$ cat config.mk
export PLATFORM = sky130hd
export DESIGN_NAME = uart_tx_arbiter
export DESIGN_NICKNAME = d
export VERILOG_FILES = /design/src/rtl/uart_pkg.sv /design/src/rtl/rr_arbiter.sv /design/src/rtl/uart_tx_arbiter.sv
export SDC_FILE = /design/constraint.sdc
export NUM_CORES = 1
export LEC_CHECK = 0
export ABC_CLOCK_PERIOD_IN_PS = 6850
export CAP_MARGIN = 0
export CORE_MARGIN = 2
export CORE_UTILIZATION = 34
export CTS_CLUSTER_SIZE = 8
export DETAILED_ROUTE_END_ITERATION = 8
export HOLD_SLACK_MARGIN = 0.1
export PLACE_DENSITY = 0.7
export SYNTH_ARGS = -nofsm -noshare
export SYNTH_HDL_FRONTEND = slang
export SYNTH_SLANG_ARGS = --single-unit
$ cat constraint.sdc
create_clock -name clk -period 6.85 [get_ports clk]
set_clock_uncertainty 0.15 [all_clocks]
set_input_delay 0.685 -clock clk [delete_from_list [all_inputs] [get_ports clk]]
set_output_delay 0.685 -clock clk [all_outputs]
set_load 0.005 [all_outputs]
$ cat src/rtl/uart_pkg.sv
// Shared definitions for the UART transmit path: arbiter FSM states, bit timing
// and the default per-frame timeout.
package uart_pkg;

    localparam int unsigned CLKS_PER_BIT           = 10417;
    localparam int unsigned DEFAULT_TIMEOUT_CYCLES = 131071;
    localparam int unsigned TIMEOUT_W              = 17;

    typedef enum logic [1:0] {
        StIdle,
        StStart,
        StWaitLow,
        StWaitHigh
    } arb_state_e;

    // Round-robin successor of an index, wrapping at n.
    function automatic logic [2:0] next_index(input logic [2:0] idx, input int unsigned n);
        return (idx == 3'(n - 1)) ? 3'd0 : idx + 3'd1;
    endfunction

endpackage

$ cat src/rtl/rr_arbiter.sv
// Combinational round-robin picker: grants the first asserted request at or
// after ptr, searching upward modulo NUM_REQ.
module rr_arbiter #(
    parameter int unsigned NUM_REQ = 4
) (
    input  logic [NUM_REQ-1:0] req,
    input  logic [2:0]         ptr,
    output logic [NUM_REQ-1:0] grant,
    output logic [2:0]         index,
    output logic               found
);

    localparam int unsigned IDX_W = (NUM_REQ > 1) ? $clog2(NUM_REQ) : 1;

    logic [3:0] pos;

    always_comb begin
        grant = '0;
        index = '0;
        found = 1'b0;
        pos   = '0;
        for (int unsigned k = 0; k < NUM_REQ; k++) begin
            pos = {1'b0, ptr} + 4'(k);
            if (pos >= 4'(NUM_REQ)) begin
                pos = pos - 4'(NUM_REQ);
            end
            if (!found && req[pos[IDX_W-1:0]]) begin
                found                  = 1'b1;
                grant[pos[IDX_W-1:0]]  = 1'b1;
                index                  = pos[2:0];
            end
        end
    end

endmodule

$ cat src/rtl/uart_tx_arbiter.sv
// Shares one uart_tx among NUM_REQ byte producers with round-robin fairness
// and a per-frame timeout guarding against a stuck transmitter.
module uart_tx_arbiter
    import uart_pkg::*;
#(
    parameter int unsigned NUM_REQ        = 4,
    parameter int unsigned TIMEOUT_CYCLES = DEFAULT_TIMEOUT_CYCLES
) (
    input  logic                 clk,
    input  logic                 reset,
    input  logic [NUM_REQ-1:0]   req_valid,
    input  logic [8*NUM_REQ-1:0] req_data,
    output logic [NUM_REQ-1:0]   req_ready,
    output logic [NUM_REQ-1:0]   req_done,
    output logic                 err,
    output logic [2:0]           grant_id,
    output logic                 busy,
    output logic                 tx_start,
    output logic [7:0]           tx_data,
    input  logic                 tx_done
);

    localparam logic [TIMEOUT_W-1:0] TMO_LAST = TIMEOUT_W'(TIMEOUT_CYCLES - 1);

    arb_state_e           state_q, state_d;
    logic [2:0]           rr_ptr_q, rr_ptr_d;
    logic [2:0]           grant_id_q, grant_id_d;
    logic [7:0]           tx_data_q, tx_data_d;
    logic                 tx_start_q, tx_start_d;
    logic [TIMEOUT_W-1:0] tmo_cnt_q, tmo_cnt_d;

    logic [NUM_REQ-1:0]   pick_grant;
    logic [2:0]           pick_idx;
    logic                 pick_found;
    logic [7:0]           pick_byte;
    logic [NUM_REQ-1:0]   owner_mask;
    logic [TIMEOUT_W-1:0] tmo_inc;
    logic                 tmo_hit;

    rr_arbiter #(
        .NUM_REQ(NUM_REQ)
    ) u_rr_arbiter (
        .req  (req_valid),
        .ptr  (rr_ptr_q),
        .grant(pick_grant),
        .index(pick_idx),
        .found(pick_found)
    );

    always_comb begin
        pick_byte = '0;
        for (int unsigned k = 0; k < NUM_REQ; k++) begin
            if (pick_grant[k]) begin
                pick_byte = req_data[8*k +: 8];
            end
        end
    end

    always_comb begin
        owner_mask = '0;
        for (int unsigned k = 0; k < NUM_REQ; k++) begin
            owner_mask[k] = (grant_id_q == 3'(k));
        end
    end

    assign tmo_inc = (tmo_cnt_q == '1) ? tmo_cnt_q : tmo_cnt_q + TIMEOUT_W'(1);
    assign tmo_hit = (tmo_cnt_q == TMO_LAST);

    always_comb begin
        state_d    = state_q;
        rr_ptr_d   = rr_ptr_q;
        grant_id_d = grant_id_q;
        tx_data_d  = tx_data_q;
        tx_start_d = 1'b0;
        tmo_cnt_d  = tmo_cnt_q;
        req_done   = '0;
        err        = 1'b0;

        unique case (state_q)
            StIdle: begin
                if (pick_found) begin
                    grant_id_d = pick_idx;
                    tx_data_d  = pick_byte;
                    tx_start_d = 1'b1;
                    state_d    = StStart;
                end
            end
            StStart: begin
                tmo_cnt_d = '0;
                state_d   = StWaitLow;
            end
            // tx_done may still be high from the previous frame until uart_tx
            // accepts this start; wait for it to drop before looking for the rise.
            StWaitLow: begin
                tmo_cnt_d = tmo_inc;
                if (tmo_hit) begin
                    err      = 1'b1;
                    rr_ptr_d = next_index(grant_id_q, NUM_REQ);
                    state_d  = StIdle;
                end else if (!tx_done) begin
                    state_d = StWaitHigh;
                end
            end
            // Completion takes priority over a coincident timeout.
            StWaitHigh: begin
                tmo_cnt_d = tmo_inc;
                if (tx_done) begin
                    req_done = owner_mask;
                    rr_ptr_d = next_index(grant_id_q, NUM_REQ);
                    state_d  = StIdle;
                end else if (tmo_hit) begin
                    err      = 1'b1;
                    rr_ptr_d = next_index(grant_id_q, NUM_REQ);
                    state_d  = StIdle;
                end
            end
            default: begin
                state_d = StIdle;
            end
        endcase
    end

    always_ff @(posedge clk or posedge reset) begin
        if (reset) begin
            state_q    <= StIdle;
            rr_ptr_q   <= '0;
            grant_id_q <= '0;
            tx_data_q  <= '0;
            tx_start_q <= 1'b0;
            tmo_cnt_q  <= '0;
        end else begin
            state_q    <= state_d;
            rr_ptr_q   <= rr_ptr_d;
            grant_id_q <= grant_id_d;
            tx_data_q  <= tx_data_d;
            tx_start_q <= tx_start_d;
            tmo_cnt_q  <= tmo_cnt_d;
        end
    end

    assign req_ready = (state_q == StIdle) ? pick_grant : '0;
    assign busy      = (state_q != StIdle);
    assign grant_id  = grant_id_q;
    assign tx_start  = tx_start_q;
    assign tx_data   = tx_data_q;

endmodule

# --- After elaboration in Yosys (flattened, before gate mapping) ---
# Index checks and enable logic that the tools add are counted.
op_classes:
  add_sub_neg: 9
  n_lt_le_gt_ge: 12
  n_eq_ne: 12
  n_mux: 56
  bitwise: 3
  n_reduce_logical: 19
op_table:
  columns: ["operator", "n"]
  rows:
  - ["$eq A17 B17 Y1 const B", 2]
  - ["$pmux W17 S2", 1]
  - ["$mux W3", 11]
  - ["$mux W8", 4]
  - ["$mux W4", 7]
  - ["$add A17 B1 Y17 const B", 1]
  - ["$mux W17", 1]
  - ["$mux W1", 16]
  - ["$ge A4 B3 Y1 const B", 3]
  - ["$lt A2 B3 Y1 const B", 4]
  - ["$or A4 B4 Y4", 3]
  - ["$sub A3 B3 Y3 const B", 4]
  - ["$mux W2", 5]
  - ["$add A3 B2 Y4 const B", 2]
  - ["$bmux W1 S2", 4]
  - ["$demux W1 S2", 4]
  - ["$ge A2 B1 Y1 const B", 4]
  - ["$pmux W2 S4", 1]
  - ["$logic_and A1 B1 Y1", 7]
  - ["$eq A3 B2 Y1 const B", 2]
  - ["$ne A3 B3 Y1 const B", 2]
  - ["$pmux W3 S2", 1]
  - ["$reduce_bool A2 Y1", 3]
  - ["$add A3 B1 Y4 const B", 1]
  - ["other kinds (13)", 18]
totals:
  regBits: 34
  out_inout_bits: 22
  wordCells: 117

# --- Logic depth before layout (Yosys ltp) ---
# Gate-level depths: netlist of the first run.
depth:
  word_depth: 18
  mapped_depth: 11

# --- Cells and area by module ---
# A second synthesis of the first run with hierarchy kept.
unflattened:
  cells_unflattened: 258
  hier_area_um2: 2394.8
modules_own_cells:
  columns: ["mod", "n_inst", "cells_each", "area_per_inst_um2"]
  rows:
  - ["uart_tx_arbiter", 1, 204, 1911.8]
  - ["rr_arbiter", 1, 54, 483.0]

# --- Worst setup path before layout of the first run ---
# No wires, ideal clock.
synth_timing:
  path_type: "register to output"
  from: "register rr_ptr_q[0]"
  to: "output port req_ready[0]"
  arrival_ps: 2783
  path_slack_ps: 3232
  path_stages_with_launch: 11
  path_buffers: 3
  cell_sequence: "dfrtp_1 -> buf_6 -> clkbuf_1 -> inv_1 -> ha_1 -> mux4_2 -> buf_2 -> nor2b_1 -> a221oi_1 -> o21ai_2 -> and2_1"
synth_via:
  elab_chain_len: 15
  word_cells_on_any_way: 60
synth_rtl:
  columns: ["element", "line_no", "rtl"]
  rows:
  - ["start: declaration", "uart_tx_arbiter.sv:26", "logic [2:0] rr_ptr_q, rr_ptr_d;"]
  - ["start signal: assignment", "uart_tx_arbiter.sv:133", "rr_ptr_q <= rr_ptr_d;"]
  - ["parallel branches: the longest is 13 deep, another holds $add A3 B1 Y4", null, null]
  - ["$mux W4 *", "rr_arbiter.sv:27", "if (!found && req[pos[IDX_W-1:0]]) begin"]
  - ["$mux W4 *", "uart_tx_arbiter.sv:141", "assign req_ready = (state_q == StIdle) ? pick_grant : '0;"]
  - ["end: declaration", "uart_tx_arbiter.sv:13", "output logic [NUM_REQ-1:0] req_ready,"]
# Every way passes the cells marked *. The select of a mux whose other input is x is not followed.

# --- Final worst setup path of the first run ---
# Ends and elaborated chain as after synthesis.

==> results.sh, run 1 <==
export IMPL_status="completed"
export IMPL_netlist_area_um2=2332
export IMPL_initial_core_util_pct=34.71
export IMPL_drv_slew=0
export IMPL_ys_seq_elements=34
export IMPL_instances_no_fill=400
export IMPL_grt_usage_pct=16.23
export IMPL_path_cells="inv_1 -> ha_1 -> mux4_2 -> nor4b_4 -> nand2_1 -> o21ai_2 -> and2_1 -> clkdlybuf4s50_1"
export IMPL_drtIter0Drc=95
export IMPL_gp_congestion=0.8149
export IMPL_antenna_found_initial=0
export IMPL_async_flop_share_pct=100.0
export IMPL_nNetsFinal=370
export IMPL_clock_path_buffers=2
export IMPL_post_drt_wl_per_cell_um=14.53
export IMPL_critPathKind="reg -> out"
export IMPL_drive_above_1_share_pct=9.688
export IMPL_postCtsSetupRepairBufs=0
export IMPL_drc=0
export IMPL_hold_violations=0
export IMPL_total_power_uw=1137
export IMPL_synth_edff_count=0
export IMPL_cts_htree_levels=2
export IMPL_ant_nets=0
export IMPL_rsz0062_at_grt="no"
export IMPL_dp_hpwl_um=4408
export IMPL_power_density_nw_per_um2=367.1
export IMPL_power_leakage_uw=0.001304
export IMPL_worstPathArrival_ns=3.75
export IMPL_tns_ns=0
export IMPL_crit_slowest_cell="dfrtp_1"
export IMPL_portBuffers=60
export IMPL_ios=61
export IMPL_ir_worst_vdd_v=0.0001789
export IMPL_relSlewSlack_pct=59.44
export IMPL_ys_types=44
export IMPL_areaGrowthSynthToFinish_pct=32.83
export IMPL_clock_root_buffer="clkbuf_8"
export IMPL_gr_total_overflow=0
export IMPL_viasPerCell=5.338
export IMPL_critPathMaxStageDelay_ns=0.73
export IMPL_wl_um=5811
export IMPL_place_inst=392
export IMPL_crit_required_ns=6.01
export IMPL_syn_area_per_cell_um2=9.040
export IMPL_yosysSeqAreaShare_pct=36.48
export IMPL_syn_nets=309
export IMPL_grt_pass1_wl_um=9735
export IMPL_core_area_um2=6719
export IMPL_num_rows=30
export IMPL_worst_slew_pin_slew_ns=0.6084
export IMPL_die_area_um2=7538
export IMPL_fmax_mhz=218.3
export IMPL_clkLatencyLatePin_ns=0.29
export IMPL_clkSlewWorstSetupHoldPaths_ns=0.07
export IMPL_dr_pass1_iters=4
export IMPL_cp_top_family="simple AND/OR/NAND/NOR gates"
export IMPL_cts_tree="yes"
export IMPL_diodes=0
export IMPL_layout_min_cycle_time_ns=4.582
export IMPL_die_w_um=86.82
export IMPL_grt_pass1_vias=2110
export IMPL_cts_resized=0
export IMPL_synthesis_instances=258
export IMPL_timing_final_crit_share_pct=66.89
export IMPL_drv_cap=0
export IMPL_holdBufCountCts=0
export IMPL_cts_buffers=5
export IMPL_hold_ws_ns=0.3262
export IMPL_fill_cells=648
export IMPL_yosys_warnings=0
export IMPL_hold_class="reg -> reg"
export IMPL_setup_viol=0
export IMPL_cp_end_kind="primary output"
export IMPL_crit_fanout=17
export IMPL_clock_sinks=34
export IMPL_vias=2135
export IMPL_critPathLaunchType="flop"
export IMPL_ys_flop_type="dfrtp_1"
export IMPL_grt_max_degree=35
export IMPL_die_h_um=86.82
export IMPL_path_buf_inv=2
layout by cell type, fill, tap and decap left out, types with 7 or more instances in the layout:
cell type        count
a21oi_1             13
or2_2                8
a311oi_1             8
o22ai_1              9
nor2_1              19
and2_1               7
inv_1               18
clkdlybuf4s50_1     60
dfrtp_1             34
mux2i_1              8
o21ai_0             11
ha_1                12
nand2_1             24
nand3_1             17
power breakdown:
group	total [µW]	switching (µW)	leakage [µW]	internal [µW]
clock network	152	71.0	0.0000482	81.0
logic	659	356	0.000823	304
registers	326	66.6	0.000432	259
metrics by stage:
step           instance area (µm²)  worst slack [ns]  util (%)
2_1_floorplan                 2332             3.232         -
3_3_place_gp                  3007             2.647     44.75
3_5_place_dp                  3007             2.542     44.75
4_1_cts                       3098             2.232     46.11
5_1_grt                       3098             2.017     46.11
6_report                      3098             2.268     46.11
logic make-up after synthesis:
kind of cell / Yosys count / share of synthesized area [%]
AOI/OAI and AO/OA: 65 / 19.31
xor gates and xnor gates: 3 / 1.127
adders and majority gates: 12 / 6.438
buffers and inverters: 26 / 4.667
DFF: 34 / 36.48
muxes: 15 / 8.745
and+or+nand+nor: 103 / 23.23
routing by layer:
layer	global-route usage (%)	vias up	part of all wire, %
li1	-	1061	-
met1	21.07	1024	46
met2	27.00	42	50
met3	2.667	8	3.1
met4	6.250	0	1.4
met5	0	-	0
worst paths after layout:
kind / startpoint / endpoint / slack, ns / cells after the start
min in group asynchronous: reset / tx_data[6]$_DFFE_PP0P_ / 0.64 / 3
max in group asynchronous: reset / tmo_cnt_q[9]$_DFFE_PP0P_ / 5.59 / 3
min reg2reg: tmo_cnt_q[14]$_DFFE_PP0P_ / tmo_cnt_q[14]$_DFFE_PP0P_ / 0.33 / 1
max: rr_ptr_q[0]$_DFFE_PP0N_ / req_ready[0] / 2.27 / 8
max reg2reg: rr_ptr_q[0]$_DFFE_PP0N_ / tx_data[2]$_DFFE_PP0P_ / 3.29 / 9
min: tmo_cnt_q[14]$_DFFE_PP0P_ / tmo_cnt_q[14]$_DFFE_PP0P_ / 0.33 / 1
state kept, by name, indices dropped and copies added (netlist names):
register   cells
tmo_cnt_q     17
tx_data        8
grant_id       3
rr_ptr_q       3
state_q        2
tx_start       1
cells in the mapped netlist (3+ instances only):
master	instances	area share (%)
dfrtp_1	34	36
nand2_1	24	3.9
nor2_1	19	3.1
inv_1	18	2.9
nand3_1	17	3.6
a21oi_1	13	2.8
ha_1	12	6.4
o21ai_0	11	2.4
o22ai_1	9	2.4
a311oi_1	8	3.0
mux2i_1	8	3.4
or2_2	8	2.1
and2_1	7	1.9
and3_1	6	1.6
nor2b_1	6	1.6
nand4_1	5	1.3
o211ai_1	5	1.6
clkbuf_1	4	0.64
mux4_2	4	3.9
nand3b_1	4	1.3
o31ai_1	4	1.3
mux2_2	3	1.4
area by class of cell:
class                   count  area, µm²  area share (%)
clock buffers               7      86.33           2.787
clock inverters             1      5.005          0.1616
multi-input cells         198       1373           44.31
repair buffers             62      615.6           19.87
inverters                  18      67.56           2.181
well taps                  80      100.1           3.231
flip-flops and latches     34      850.8           27.46
Power figures use the tool's default switching activity.
==> run 2: changes to the inputs <==
- ABC_CLOCK_PERIOD_IN_PS: 6850 -> 3800
- PLACE_DENSITY: 0.7 -> 0.73
- clock period: 6.85 -> 3.8 ns (I/O delays scaled with it)
==> run 2 against run 1 <==
Net effect:
- first-iteration DRC count is 65% higher
- clock power rose by 81%
- critical path type unchanged
- via count increased by 2.3%
- wire length up 3.1%
- highest routed layer unchanged
- global-route usage is 0.44 points higher
==> results.sh, run 2 (synthesis results as in run 1) <==
export IMPL_diodes=0
export IMPL_cts_buffers=5
export IMPL_critPathLaunchType="flop"
export IMPL_most_common_layout_cells="clkdlybuf4s50_1 (60), dfrtp_1 (34), nand2_1 (24)"
export IMPL_postLayoutCellArea_um2=3166
export IMPL_postCtsSetupRepairBufs=0
export IMPL_cts_tree="yes"
export IMPL_largest_reg_flops=17
export IMPL_rsz0062_at_grt="no"
export IMPL_die_area_um2=7538
export IMPL_layout_min_cycle_time_ns=3.536
export IMPL_die_w_um=86.82
export IMPL_timing_final_crit_share_pct=93.06
export IMPL_clock_path_buffers=2
export IMPL_relSlewSlack_pct=61.07
export IMPL_crit_required_ns=3.27
export IMPL_drtIter0Drc=157
export IMPL_p_sw_share_pct=42.66
export IMPL_cts_resized=0
export IMPL_place_inst=398
export IMPL_grt_usage_pct=16.67
export IMPL_placed_area_um2=3052
export IMPL_power_density_nw_per_um2=685.4
export IMPL_clock_sinks=34
export IMPL_power_leakage_uw=0.001348
export IMPL_portBuffers=60
export IMPL_hold_ws_ns=0.3310
export IMPL_instances_no_fill=409
export IMPL_p_switching_uw=925.5
export IMPL_fill_cells=643
export IMPL_cts_htree_levels=2
export IMPL_holdBufCountCts=0
export IMPL_hold_class="reg -> reg"
export IMPL_drive_above_1_share_pct=12.16
export IMPL_antenna_found_initial=0
export IMPL_ant_nets=0
export IMPL_crit_fanout=13
export IMPL_p_clk_share_pct=12.7
export IMPL_initial_core_util_pct=34.71
export IMPL_clock_root_buffer="clkbuf_8"
export IMPL_grt_max_degree=35
export IMPL_largest_register="tmo_cnt_q"
export IMPL_clkLatencyLatePin_ns=0.28
export IMPL_viasPerCell=5.340
export IMPL_tns_ns=0
export IMPL_drv_cap=0
export IMPL_core_area_um2=6719
export IMPL_nNetsFinal=379
export IMPL_critPathKind="reg -> out"
export IMPL_fmax_mhz=282.8
export IMPL_die_h_um=86.82
export IMPL_cp_end_kind="primary output"
export IMPL_worst_slew_pin_slew_ns=0.5779
export IMPL_drv_slew=0
export IMPL_ir_worst_vdd_v=0.0004769
export IMPL_status="completed"
export IMPL_grt_pass1_vias=2112
export IMPL_post_drt_wl_per_cell_um=14.65
export IMPL_vias=2184
export IMPL_dr_pass1_iters=4
export IMPL_drc=0
export IMPL_pwr_share_seq_pct=25.4
export IMPL_total_power_uw=2170
export IMPL_gr_total_overflow=0
export IMPL_ios=61
export IMPL_dp_hpwl_um=4526
export IMPL_hold_violations=0
export IMPL_areaGrowthSynthToFinish_pct=35.73
export IMPL_p_int_uw=1244
export IMPL_gp_congestion=0.8397
export IMPL_combPwrFrac_pct=61.9
export IMPL_worstPathArrival_ns=3.01
export IMPL_clkSlewWorstSetupHoldPaths_ns=0.07
export IMPL_wl_um=5990
export IMPL_mostFrequentLayoutCell="clkdlybuf4s50_1"
export IMPL_grt_pass1_wl_um=10040
export IMPL_num_rows=30
export IMPL_setup_viol=0
-- run 2: changes by cell type in the layout (fill, tap and decap cells not counted) --
cell / change
buf_4: +9
-- run 2: stage by stage --
stage	utilization, %	worst slack [ns]
3_3_place_gp	45.42	0.4034
6_report	47.11	0.2636
2_1_floorplan	-	0.4868
5_1_grt	47.11	0.09330
4_1_cts	46.78	0.1045
3_5_place_dp	45.42	0.3051
-- run 2: worst paths after layout --
kind	startpoint	slack [ns]	to	cells after the start
max in group asynchronous	reset	2.85	rr_ptr_q[0]$_DFFE_PP0N_	3
max	rr_ptr_q[1]$_DFFE_PP0N_	0.26	req_ready[3]	8
min reg2reg	tmo_cnt_q[14]$_DFFE_PP0P_	0.33	tmo_cnt_q[14]$_DFFE_PP0P_	1
min	tmo_cnt_q[14]$_DFFE_PP0P_	0.33	tmo_cnt_q[14]$_DFFE_PP0P_	1
min in group asynchronous	reset	0.34	tx_data[1]$_DFFE_PP0P_	3
max reg2reg	tmo_cnt_q[11]$_DFFE_PP0P_	0.72	tmo_cnt_q[13]$_DFFE_PP0P_	11
-- run 2: per-layer routing --
metal	global-route usage [%]	share of wire, %
met5	0	0
met1	23.06	46
met2	26.72	49
met3	3.238	4.5
met4	4.261	1.1
-- run 2: worst max-delay path, cell delays in order, from the launching register on --
cell             delay (ns)
dfrtp_1                0.36
inv_1                  0.11
ha_1                   0.33
mux4_2                 0.65
nor4b_4                0.38
buf_4                  0.20
a21oi_2                0.06
nor2_1                 0.11
clkdlybuf4s50_1        0.51
-- run 2: final cells by class --
cell class | count | area (µm²) | area share (%)
inverter | 18 | 67.56 | 2.134
clock inverter | 1 | 5.005 | 0.1581
tap | 80 | 100.1 | 3.162
timing repair buffer | 71 | 683.2 | 21.58
clock buffer | 7 | 86.33 | 2.727
sequential | 34 | 850.8 | 26.88
multi-input combinational | 198 | 1373 | 43.36
-- run 2: power by group through the flow --
stage | logic (µW) | clock network [µW] | registers, µW
2_1_floorplan | 831 | 0 | 553
6_report | 1340 | 275 | 552
4_1_cts | 1300 | 279 | 551
3_5_place_dp | 1300 | 0 | 557
3_3_place_gp | 1280 | 0 | 553
5_1_grt | 1470 | 299 | 569
